[config.mk]
export PLATFORM = sky130hd
export DESIGN_NAME = mux4_arbiter_flat
export DESIGN_NICKNAME = d
export VERILOG_FILES = /design/src/rtl/mux4_arbiter_if.sv /design/src/rtl/mux4_arbiter.sv /design/src/flat_wrapper.sv
export SDC_FILE = /design/constraint.sdc
export NUM_CORES = 1
export LEC_CHECK = 0
export CAP_MARGIN = 20
export CORE_AREA = 2 2 56 58
export CTS_CLUSTER_DIAMETER = 80
export CTS_CLUSTER_SIZE = 16
export DETAILED_ROUTE_END_ITERATION = 10
export DIE_AREA = 0 0 58 60
export GPL_ROUTABILITY_DRIVEN = 0
export GPL_TIMING_DRIVEN = 0
export PLACE_DENSITY_LB_ADDON = 0.2
export SETUP_SLACK_MARGIN = 0.02
export SLEW_MARGIN = 20
export SYNTH_ARGS = -nofsm -noshare
export SYNTH_HDL_FRONTEND = slang
export SYNTH_SLANG_ARGS = --single-unit
[constraint.sdc]
create_clock -name clk -period 2.8 [get_ports clk]
set_input_delay 0.28 -clock clk [delete_from_list [all_inputs] [get_ports clk]]
set_output_delay 0.28 -clock clk [all_outputs]
set_load 0.1 [all_outputs]
[src/rtl/mux4_arbiter_if.sv]
// Bundle of request, data, handshake and grant signals between four requesters,
// the downstream consumer and the mux4_arbiter.
interface mux4_arbiter_if;
  localparam int unsigned N  = 4;
  localparam int unsigned IW = 2;
  localparam int unsigned DW = 4;

  logic [N-1:0]  req;
  logic [DW-1:0] d0;
  logic [DW-1:0] d1;
  logic [DW-1:0] d2;
  logic [DW-1:0] d3;
  logic          ready;
  logic [N-1:0]  gnt;
  logic [IW-1:0] which;
  logic [DW-1:0] o;
  logic          valid;
  logic          busy;

  modport master (
    output req, d0, d1, d2, d3, ready,
    input  gnt, which, o, valid, busy
  );

  modport slave (
    input  req, d0, d1, d2, d3, ready,
    output gnt, which, o, valid, busy
  );
endinterface

[src/rtl/mux4_arbiter.sv]
// Round-robin arbiter for a shared 4:1 datapath with bounded bursts and
// zero-bubble handover between requesters.
module mux4_arbiter #(
  parameter int unsigned MAX_BEATS = 4
) (
  input  logic           clk,
  input  logic           rst,
  mux4_arbiter_if.slave  bus
);
  localparam int unsigned N  = 4;
  localparam int unsigned IW = 2;
  localparam int unsigned CW = 4;
  localparam int unsigned DW = 4;

  typedef enum logic {IDLE, GRANT} state_t;

  state_t        state_q, state_d;
  logic [IW-1:0] ptr_q, ptr_d;
  logic [CW-1:0] cnt_q, cnt_d;
  logic [IW-1:0] which_q, which_d;
  logic [N-1:0]  gnt_q, gnt_d;
  logic          busy_q, busy_d;

  logic          xfer;
  logic          rel_a;
  logic          rel_b;
  logic [N-1:0]  rel_req;
  logic [IW:0]   idle_pick;
  logic [IW:0]   rel_pick;
  logic [IW-1:0] rel_ptr;

  // Returns {hit, index} of the first set bit scanning p, p+1, p+2, p+3 (mod 4).
  function automatic logic [IW:0] pick(input logic [N-1:0] r, input logic [IW-1:0] p);
    logic [IW-1:0] idx;
    logic [IW:0]   res;
    res = '0;
    for (int i = N - 1; i >= 0; i--) begin
      idx = p + IW'(i);
      if (r[idx]) res = {1'b1, idx};
    end
    return res;
  endfunction

  always_ff @(posedge clk or posedge rst) begin
    if (rst) begin
      state_q <= IDLE;
      ptr_q   <= '0;
      cnt_q   <= '0;
      which_q <= '0;
      gnt_q   <= '0;
      busy_q  <= 1'b0;
    end else begin
      state_q <= state_d;
      ptr_q   <= ptr_d;
      cnt_q   <= cnt_d;
      which_q <= which_d;
      gnt_q   <= gnt_d;
      busy_q  <= busy_d;
    end
  end

  always_comb begin
    state_d   = state_q;
    ptr_d     = ptr_q;
    cnt_d     = cnt_q;
    which_d   = which_q;
    gnt_d     = gnt_q;
    busy_d    = busy_q;
    xfer      = (state_q == GRANT) && bus.req[which_q] && bus.ready;
    rel_a     = (state_q == GRANT) && !bus.req[which_q];
    rel_b     = xfer && ((cnt_q + CW'(1)) == CW'(MAX_BEATS));
    rel_ptr   = which_q + IW'(1);
    // A dropped owner is masked; an exhausted owner stays eligible at lowest priority.
    rel_req   = rel_a ? (bus.req & ~(N'(1) << which_q)) : bus.req;
    idle_pick = pick(bus.req, ptr_q);
    rel_pick  = pick(rel_req, rel_ptr);

    unique case (state_q)
      IDLE: begin
        if (idle_pick[IW]) begin
          which_d = idle_pick[IW-1:0];
          gnt_d   = N'(1) << idle_pick[IW-1:0];
          busy_d  = 1'b1;
          cnt_d   = '0;
          state_d = GRANT;
        end
      end
      GRANT: begin
        if (rel_a || rel_b) begin
          ptr_d = rel_ptr;
          cnt_d = '0;
          if (rel_pick[IW]) begin
            which_d = rel_pick[IW-1:0];
            gnt_d   = N'(1) << rel_pick[IW-1:0];
            busy_d  = 1'b1;
          end else begin
            gnt_d   = '0;
            busy_d  = 1'b0;
            state_d = IDLE;
          end
        end else if (xfer) begin
          cnt_d = cnt_q + CW'(1);
        end
      end
      default: state_d = IDLE;
    endcase
  end

  logic [DW-1:0] sel_data;

  always_comb begin
    sel_data = '0;
    unique case (which_q)
      2'd0: sel_data = bus.d0;
      2'd1: sel_data = bus.d1;
      2'd2: sel_data = bus.d2;
      2'd3: sel_data = bus.d3;
      default: sel_data = '0;
    endcase
  end

  assign bus.gnt   = gnt_q;
  assign bus.which = which_q;
  assign bus.busy  = busy_q;
  assign bus.valid = (state_q == GRANT) && bus.req[which_q];
  assign bus.o     = (state_q == GRANT) ? sel_data : '0;
endmodule

[src/flat_wrapper.sv]
// flat-port wrapper written by rule: the top's interface ports become plain ports
module mux4_arbiter_flat 
#(
  parameter int unsigned MAX_BEATS = 4
)
  (clk, rst, bus_req, bus_d0, bus_d1, bus_d2, bus_d3, bus_ready, bus_gnt, bus_which, bus_o, bus_valid, bus_busy);
  mux4_arbiter_if bus_i ();
  input  logic clk;
  input  logic rst;
  input wire logic [$bits(bus_i.req)-1:0] bus_req;
  input wire logic [$bits(bus_i.d0)-1:0] bus_d0;
  input wire logic [$bits(bus_i.d1)-1:0] bus_d1;
  input wire logic [$bits(bus_i.d2)-1:0] bus_d2;
  input wire logic [$bits(bus_i.d3)-1:0] bus_d3;
  input wire logic [$bits(bus_i.ready)-1:0] bus_ready;
  output wire logic [$bits(bus_i.gnt)-1:0] bus_gnt;
  output wire logic [$bits(bus_i.which)-1:0] bus_which;
  output wire logic [$bits(bus_i.o)-1:0] bus_o;
  output wire logic [$bits(bus_i.valid)-1:0] bus_valid;
  output wire logic [$bits(bus_i.busy)-1:0] bus_busy;
  assign bus_i.req = bus_req;
  assign bus_i.d0 = bus_d0;
  assign bus_i.d1 = bus_d1;
  assign bus_i.d2 = bus_d2;
  assign bus_i.d3 = bus_d3;
  assign bus_i.ready = bus_ready;
  assign bus_gnt = bus_i.gnt;
  assign bus_which = bus_i.which;
  assign bus_o = bus_i.o;
  assign bus_valid = bus_i.valid;
  assign bus_busy = bus_i.busy;
  mux4_arbiter #(.MAX_BEATS(MAX_BEATS)) u_core (.clk(clk), .rst(rst), .bus(bus_i));
endmodule
==> impl_metrics.ini, run 1 <==
[status]
status = finished, final reports clean

[route]
ant_nets = 0
avgViaCountPerCell = 6.31
initialDrtViolationCount = 114
wire_per_inst_um = 16.3
routed_wl_um = 3740
vias = 1444
first_pass_iters = 4
drc = 0

[global_routing]
busiest_layer = met2
grt_use_met2_pct = 40.3
grt_usage_pct = 22.9
grt_use_met3_pct = 3.25
grt_pass1_vias = 1382
grt_max_degree = 15
antenna_found_initial = 0
grt_pass1_wl_um = 6240
overflow = 0
grt_use_met1_pct = 27.9

[finish]
final_core_util_pct = 60.0
drive_gt1_share_pct = 18.9
area_delta_synth_final_pct = 28.8
final_net_count = 225
antennaDiodeCount = 0
nFillCells = 266

[sta]
finalMaxSlewViolations = 0
fmax_ghz = 0.377
max_slew_margin_pct = 35.6
setup_viol = 0
rsz0062_at_grt = false
final_hold_viol_count = 0
fin_skew_ns = 0.00701
worst-slew-pin-transition_ns = 0.963
period_needed_ns = 2.65
fin_crit_sh_pct = 94.7

[setup_path]
cp_data_required_time_ns = 2.52
cp_max_fo = 8
endpoint_kind = output port
cp.arrival_ns = 2.37
critPathKind = reg2out
crit_path_start_kind = flip-flop

[floorplan]
initial_core_util_pct = 46.6
dieArea_mm2 = 0.00348
rows = 20
core-area_mm2 = 0.00290
die_y_um = 60
io_pins = 35
die_x_um = 58

[placement]
dp_hpwl_um = 2840
io_buffers = 31

[synthesis]
ys.flop_type = dfrtp_1
yosys.area.top_type_share_pct = 25.9
yosysMostFrequentCell = nand2_1
synth-edff-count = 0
synth_seq_area_share_pct = 25.9
syn_inst = 161
synth_cell_types = 55
synth_seq_cells = 14
avgSynthCellArea_um2 = 8.39
synth_area_leaders = dfrtp_1 (26%), nand2_1 (5.0%), ha_1 (4.6%)
synth.cell_area_mm2 = 0.00135
async_reset_ff_share_pct = 100
yosys.area.top_type = dfrtp_1
synth_common_cells = nand2_1 (18), dfrtp_1 (14), nor2_1 (11), o21ai_0 (11), inv_1 (9)
ys.warnings.count = 0
synth_fp_nets = 189

[clock_tree]
cts_tree = done
clk_latency_ns = 0.28
cts_made_buffers = 3
clock_sinks = 14
htree_levels = 1
path_clk_slew_ns = 0.09
cts-root-buf = clkbuf_4
clockBufferDepth = 2

[flow_run]
max_cap_violations = 0

[min_path]
hold_class = in2async
[path summary, 6_finish.rpt]
kind / startpoint / end / slack, ns / depth (start not counted)
worst max-delay path: u_core.bus.which[1]$_DFFE_PP0P_ / bus_o[2] / 0.15 / 9
worst min-delay path: rst / u_core.bus.gnt[1]$_DFFE_PP0P_ / 0.32 / 2
worst max register to register: u_core.bus.which[0]$_DFFE_PP0P_ / u_core.bus.gnt[0]$_DFFE_PP0P_ / 0.18 / 8
worst min register to register: u_core.bus.busy$_DFFE_PP0P_ / u_core.bus.busy$_DFFE_PP0P_ / 0.51 / 1
max in group asynchronous: rst / u_core.bus.which[0]$_DFFE_PP0P_ / 2.09 / 2
min in group clk: u_core.bus.busy$_DFFE_PP0P_ / u_core.bus.busy$_DFFE_PP0P_ / 0.51 / 1
[worst max-delay path, stage by stage, from the launching register on]
cell and delay (ns):
dfrtp_2 0.44, buf_6 0.15, inv_1 0.10, ha_1 0.15, clkbuf_1 0.31, a222oi_1 0.15
nor2_1 0.11, a21oi_1 0.06, nor2_2 0.09, clkdlybuf4s18_2 0.54
[routing by layer]
metal | part of all wire, % | wire length, um
met1 | 39 | 1460
met2 | 50 | 1890
met3 | 8.4 | 316
met4 | 2.2 | 81
met5 | 0 | 0
[state kept, by name (all words and copies together) (netlist names)]
signal            flops
u_core.ptr_q          2
u_core.bus.gnt        4
u_core.state_q        1
u_core.bus.busy       1
u_core.cnt_q          4
u_core.bus.which      2
[placed cells by master (no fill, tap or decap), types with 6 or more instances in the layout]
| master | count |
|---|---|
| nor2_1 | 7 |
| dfrtp_1 | 12 |
| o21ai_0 | 11 |
| nand2_1 | 18 |
| inv_1 | 9 |
| a21oi_1 | 7 |
| nand3_1 | 6 |
| clkdlybuf4s50_1 | 26 |
| buf_2 | 9 |
[stage by stage]
| step | cell area (um^2) | hold slack, ns | instances | setup slack (ns) | TNS, ns |
|---|---|---|---|---|---|
| after floorplan | 1360 | 0.169 | 161 | 0.108 | 0 |
| after global placement | 1720 | 0.463 | 225 | -0.206 | -0.604 |
| after detailed placement | 1720 | 0.496 | 225 | -0.285 | -0.800 |
| after CTS | 1760 | 0.344 | 229 | 0.0799 | 0 |
| after global routing | 1740 | 0.355 | 229 | 0.0232 | 0 |
| final | 1740 | 0.323 | 229 | 0.148 | 0 |
[repair_timing]
item,in CTS,in global routing
setup endpoints to repair,5,5
endpoints found under the hold margin,0,0
hold buffers,0,0
buffers inserted,0,0
resized for setup,15,8
[cells by family after synthesis]
kind of cell	after synthesis	share of synthesized area, %
compound gates	54	30.5
fa+ha+maj	5	4.63
buf+inv	22	8.43
flops	14	25.9
mux	6	5.19
simple gates	60	25.4
[area by class of cell]
type / count / area [um^2] / share of cell area [%]
Buffer: 13 / 80.1 / 4.60
Clock buffer: 4 / 36.3 / 2.08
Inverter: 9 / 33.8 / 1.94
Multi-Input combinational cell: 125 / 900 / 51.7
Sequential cell: 14 / 353 / 20.3
Tap cell: 33 / 41.3 / 2.37
Timing Repair Buffer: 31 / 297 / 17.0
Power of run 1 is left out: the tool's default activity adds up to more than one toggle a clock period on the data nets, which glitch-free logic cannot reach.
==> run 2: changes to the inputs <==
Settings changed: CORE_AREA 2 2 56 58 to 2 2 71 73, DIE_AREA 0 0 58 60 to 0 0 73 75.
==> impl_metrics.ini, run 2 (same netlist as run 1, synthesis figures left out) <==
[finish]
final_net_count = 225
final_core_util_pct = 38.0
drive_gt1_share_pct = 18.9
final_common_cell = clkdlybuf4s50_1
area_delta_synth_final_pct = 31.0
antennaDiodeCount = 0
final_cell_mix = clkdlybuf4s50_1 (26), nand2_1 (18), dfrtp_1 (12)

[setup_path]
slowest_delay_ns = 0.46
crit_slowest_cell = dfrtp_2
cp_data_required_time_ns = 2.93
critical_path.top_delay_family = compound AO/OA/AOI/OAI gates
crit_path_start_kind = flip-flop
timing.rr.start = u_core.bus.which[0]$_DFFE_PP0P_
path_cells = inv_1, ha_2, nand4bb_4, a32oi_2, or3b_1, o22a_1, nor2b_4, a311o_1
r2r-end = u_core.bus.gnt[0]$_DFFE_PP0P_
critPathBufInv = 1
cp.arrival_ns = 2.78
rrSetupSlack_ns = 0.15
endpoint_kind = flip-flop
cp_num_cells = 8
cp_max_fo = 8
ff2ff_path_depth = 8
critPathKind = reg2reg

[clock_tree]
clock_sinks = 14
cts_setup_buffers = 0
hold_buffers = 0
cts_resized = 14
cts-root-buf = clkbuf_8
clockBufferDepth = 2
clk_latency_ns = 0.25
cts_tree = done
path_clk_slew_ns = 0.06
cts_made_buffers = 3
htree_levels = 1

[sta]
fin_skew_ns = 0.00557
max_slew_margin_pct = 35.0
worst-slew-pin-transition_ns = 0.972
fmax_ghz = 0.378
setup_viol = 0
final_hold_viol_count = 0
rsz0062_at_grt = false
fin_crit_sh_pct = 94.6
holdWs_ns = 0.368
finalMaxSlewViolations = 0
period_needed_ns = 2.65

[placement]
io_buffers = 31
dp_hpwl_um = 2890

[route]
initialDrtViolationCount = 119
avgViaCountPerCell = 5.65
wire_per_inst_um = 15.9
first_pass_iters = 4
routed_wl_um = 3960
drc = 0
vias = 1413
ant_nets = 0

[floorplan]
die_y_um = 75
rows = 25
io_pins = 35
core-area_mm2 = 0.00466
die_x_um = 73
initial_core_util_pct = 29.0
dieArea_mm2 = 0.00548

[min_path]
hold_class = in2async

[status]
status = finished, final reports clean

[global_routing]
overflow = 0
antenna_found_initial = 0
grt_pass1_wl_um = 6370
grt_max_degree = 15
grt_pass1_vias = 1338
grt_usage_pct = 14.8

[flow_run]
max_cap_violations = 0
## run 2: cell type report
| class | count | area (um^2) |
|---|---|---|
| Clock buffer | 4 | 45.0 |
| Tap cell | 54 | 67.6 |
| Buffer | 13 | 81.3 |
| Inverter | 9 | 33.8 |
| Timing Repair Buffer | 31 | 290 |
| Multi-Input combinational cell | 125 | 900 |
| Sequential cell | 14 | 353 |
| Fill cell | 476 | 2890 |
## run 2: stage by stage
stage / cells / cell area (um^2) / setup slack [ns] / TNS [ns]
after floorplan: 161 / 1360 / 0.108 / 0
after global placement: 246 / 1740 / -0.282 / -1.06
after detailed placement: 246 / 1740 / -0.279 / -0.946
after CTS: 250 / 1790 / 0.0207 / 0
after global routing: 250 / 1770 / 0.0267 / 0
final: 250 / 1770 / 0.152 / 0
## run 2: worst max-delay path by stage
stage / from / to / slack [ns]
3_3_place_gp: bus_req[2] / bus_valid / -0.28
4_1_cts: bus_req[2] / bus_valid / 0.02
3_5_place_dp: bus_req[2] / bus_valid / -0.28
5_1_grt: u_core.bus.which[0]$_DFFE_PP0P_ / u_core.bus.gnt[0]$_DFFE_PP0P_ / 0.03
6_report: u_core.bus.which[0]$_DFFE_PP0P_ / u_core.bus.gnt[0]$_DFFE_PP0P_ / 0.15
2_1_floorplan: u_core.bus.which[0]$_DFFE_PP0P_ / u_core.bus.gnt[0]$_DFFE_PP0P_ / 0.11
## run 2: routing by layer
layer,vias to the layer above,global-route usage [%],wire length [um]
li1,686,-,-
met1,676,20.9,1800
met2,46,23.6,1910
met3,5,1.20,208
met4,0,5.14,43
met5,-,0,0
Power of run 2 is left out for the same reason.
==> run 3: changes to the inputs <==
Settings changed: CTS_BUF_LIST from default to sky130_fd_sc_hd__clkbuf_8 sky130_fd_sc_hd__clkbuf_16.
==> impl_metrics.ini, run 3 (same netlist as run 1, synthesis figures left out) <==
[status]
status = finished, final reports clean

[route]
drc = 0
routed_wl_um = 3970
ant_nets = 0
vias = 1403
avgViaCountPerCell = 5.61
first_pass_iters = 5
wire_per_inst_um = 15.9
initialDrtViolationCount = 121

[sta]
period_needed_ns = 2.65
max_slew_margin_pct = 35.0
worst-slew-pin-transition_ns = 0.972
fin_skew_ns = 0.00540
fin_crit_sh_pct = 94.6
setup_slack_ns = 0.151
rsz0062_at_grt = false
holdWs_ns = 0.368
final_hold_viol_count = 0
fmax_ghz = 0.378
finalMaxSlewViolations = 0
setup_viol = 0

[floorplan]
core-area_mm2 = 0.00466
initial_core_util_pct = 29.0
dieArea_mm2 = 0.00548
die_x_um = 73
io_pins = 35
die_y_um = 75
rows = 25

[clock_tree]
cts_made_buffers = 3
clk_latency_ns = 0.25
hold_buffers = 0
cts_setup_buffers = 0
path_clk_slew_ns = 0.06
htree_levels = 1
cts_tree = done
clockBufferDepth = 2
cts-root-buf = clkbuf_8
clock_sinks = 14

[global_routing]
overflow = 0
antenna_found_initial = 0
grt_pass1_wl_um = 6370
grt_usage_pct = 14.8
grt_pass1_vias = 1338
grt_max_degree = 15

[finish]
final_cell_mix = clkdlybuf4s50_1 (26), nand2_1 (18), dfrtp_1 (12)
final_net_count = 225
antennaDiodeCount = 0
drive_gt1_share_pct = 18.9
final_common_cell = clkdlybuf4s50_1
finalNonFillerCells = 250
nFillCells = 476
area_delta_synth_final_pct = 31.0
final_core_util_pct = 38.0

[setup_path]
crit_path_start_kind = flip-flop
critPathKind = reg2reg
cp_data_required_time_ns = 2.93
cp.arrival_ns = 2.78
cp_max_fo = 8
endpoint_kind = flip-flop

[placement]
io_buffers = 31
dp_hpwl_um = 2890
placed_cells = 246
post-place-ws_ns = -0.279

[flow_run]
max_cap_violations = 0

[min_path]
hold_class = in2async
==> run 3: cell types whose count changed in the layout (fill, tap and decap cells not counted), sizes merged <==
cell,before,now
clkbuf,8,7
inv,9,10
==> run 3: final timing paths <==
check,startpoint,cells past startpoint,end,slack (ns)
worst max register to register,u_core.bus.which[0]$_DFFE_PP0P_,8,u_core.bus.gnt[0]$_DFFE_PP0P_,0.15
max in group asynchronous,rst,2,u_core.bus.which[0]$_DFFE_PP0P_,2.05
worst max-delay path,u_core.bus.which[0]$_DFFE_PP0P_,8,u_core.bus.gnt[0]$_DFFE_PP0P_,0.15
worst min register to register,u_core.bus.busy$_DFFE_PP0P_,1,u_core.bus.busy$_DFFE_PP0P_,0.49
worst min-delay path,rst,2,u_core.bus.gnt[0]$_DFFE_PP0P_,0.37
min in group clk,u_core.bus.busy$_DFFE_PP0P_,1,u_core.bus.busy$_DFFE_PP0P_,0.49
==> run 3: area by class of cell <==
cell class                      instances  area, um^2  share of cell area [%]
Inverter                                9        33.8                    1.91
Sequential cell                        14         353                    19.9
Clock buffer                            3        41.3                    2.33
Buffer                                 13        81.3                    4.59
Tap cell                               54        67.6                    3.82
Timing Repair Buffer                   31         290                    16.4
Multi-Input combinational cell        125         900                    50.8
Clock inverter                          1        3.75                   0.212
==> run 3: stage by stage <==
stage,TNS [ns],cell area [um^2]
3_3_place_gp,-1.06,1740
2_1_floorplan,0,1360
5_1_grt,0,1770
6_report,0,1770
4_1_cts,0,1790
3_5_place_dp,-0.946,1740
==> run 3: repair_timing <==
| action | in CTS | in global routing |
|---|---|---|
| pin swaps | 0 | 0 |
| setup endpoints to repair | 5 | 10 |
| gates resized for setup | 14 | 12 |
==> run 3: layer usage <==
metal  vias to the layer above  routed length [um]  track usage, %
met5                         -                   0               0
met2                        43                1900            23.6
met3                         5                 221            1.20
met4                         0                  43            5.14
met1                       669                1800            20.9
li1                        686                   -               -
==> run 3: critical path, stage by stage (launching register included) <==
cell and delay [ns]:
dfrtp_2 0.46, inv_1 0.25, ha_2 0.34, nand4bb_4 0.14, a32oi_2 0.26, or3b_1 0.38, o22a_1 0.25, nor2b_4 0.16
a311o_1 0.29
Power of run 3 is left out for the same reason.
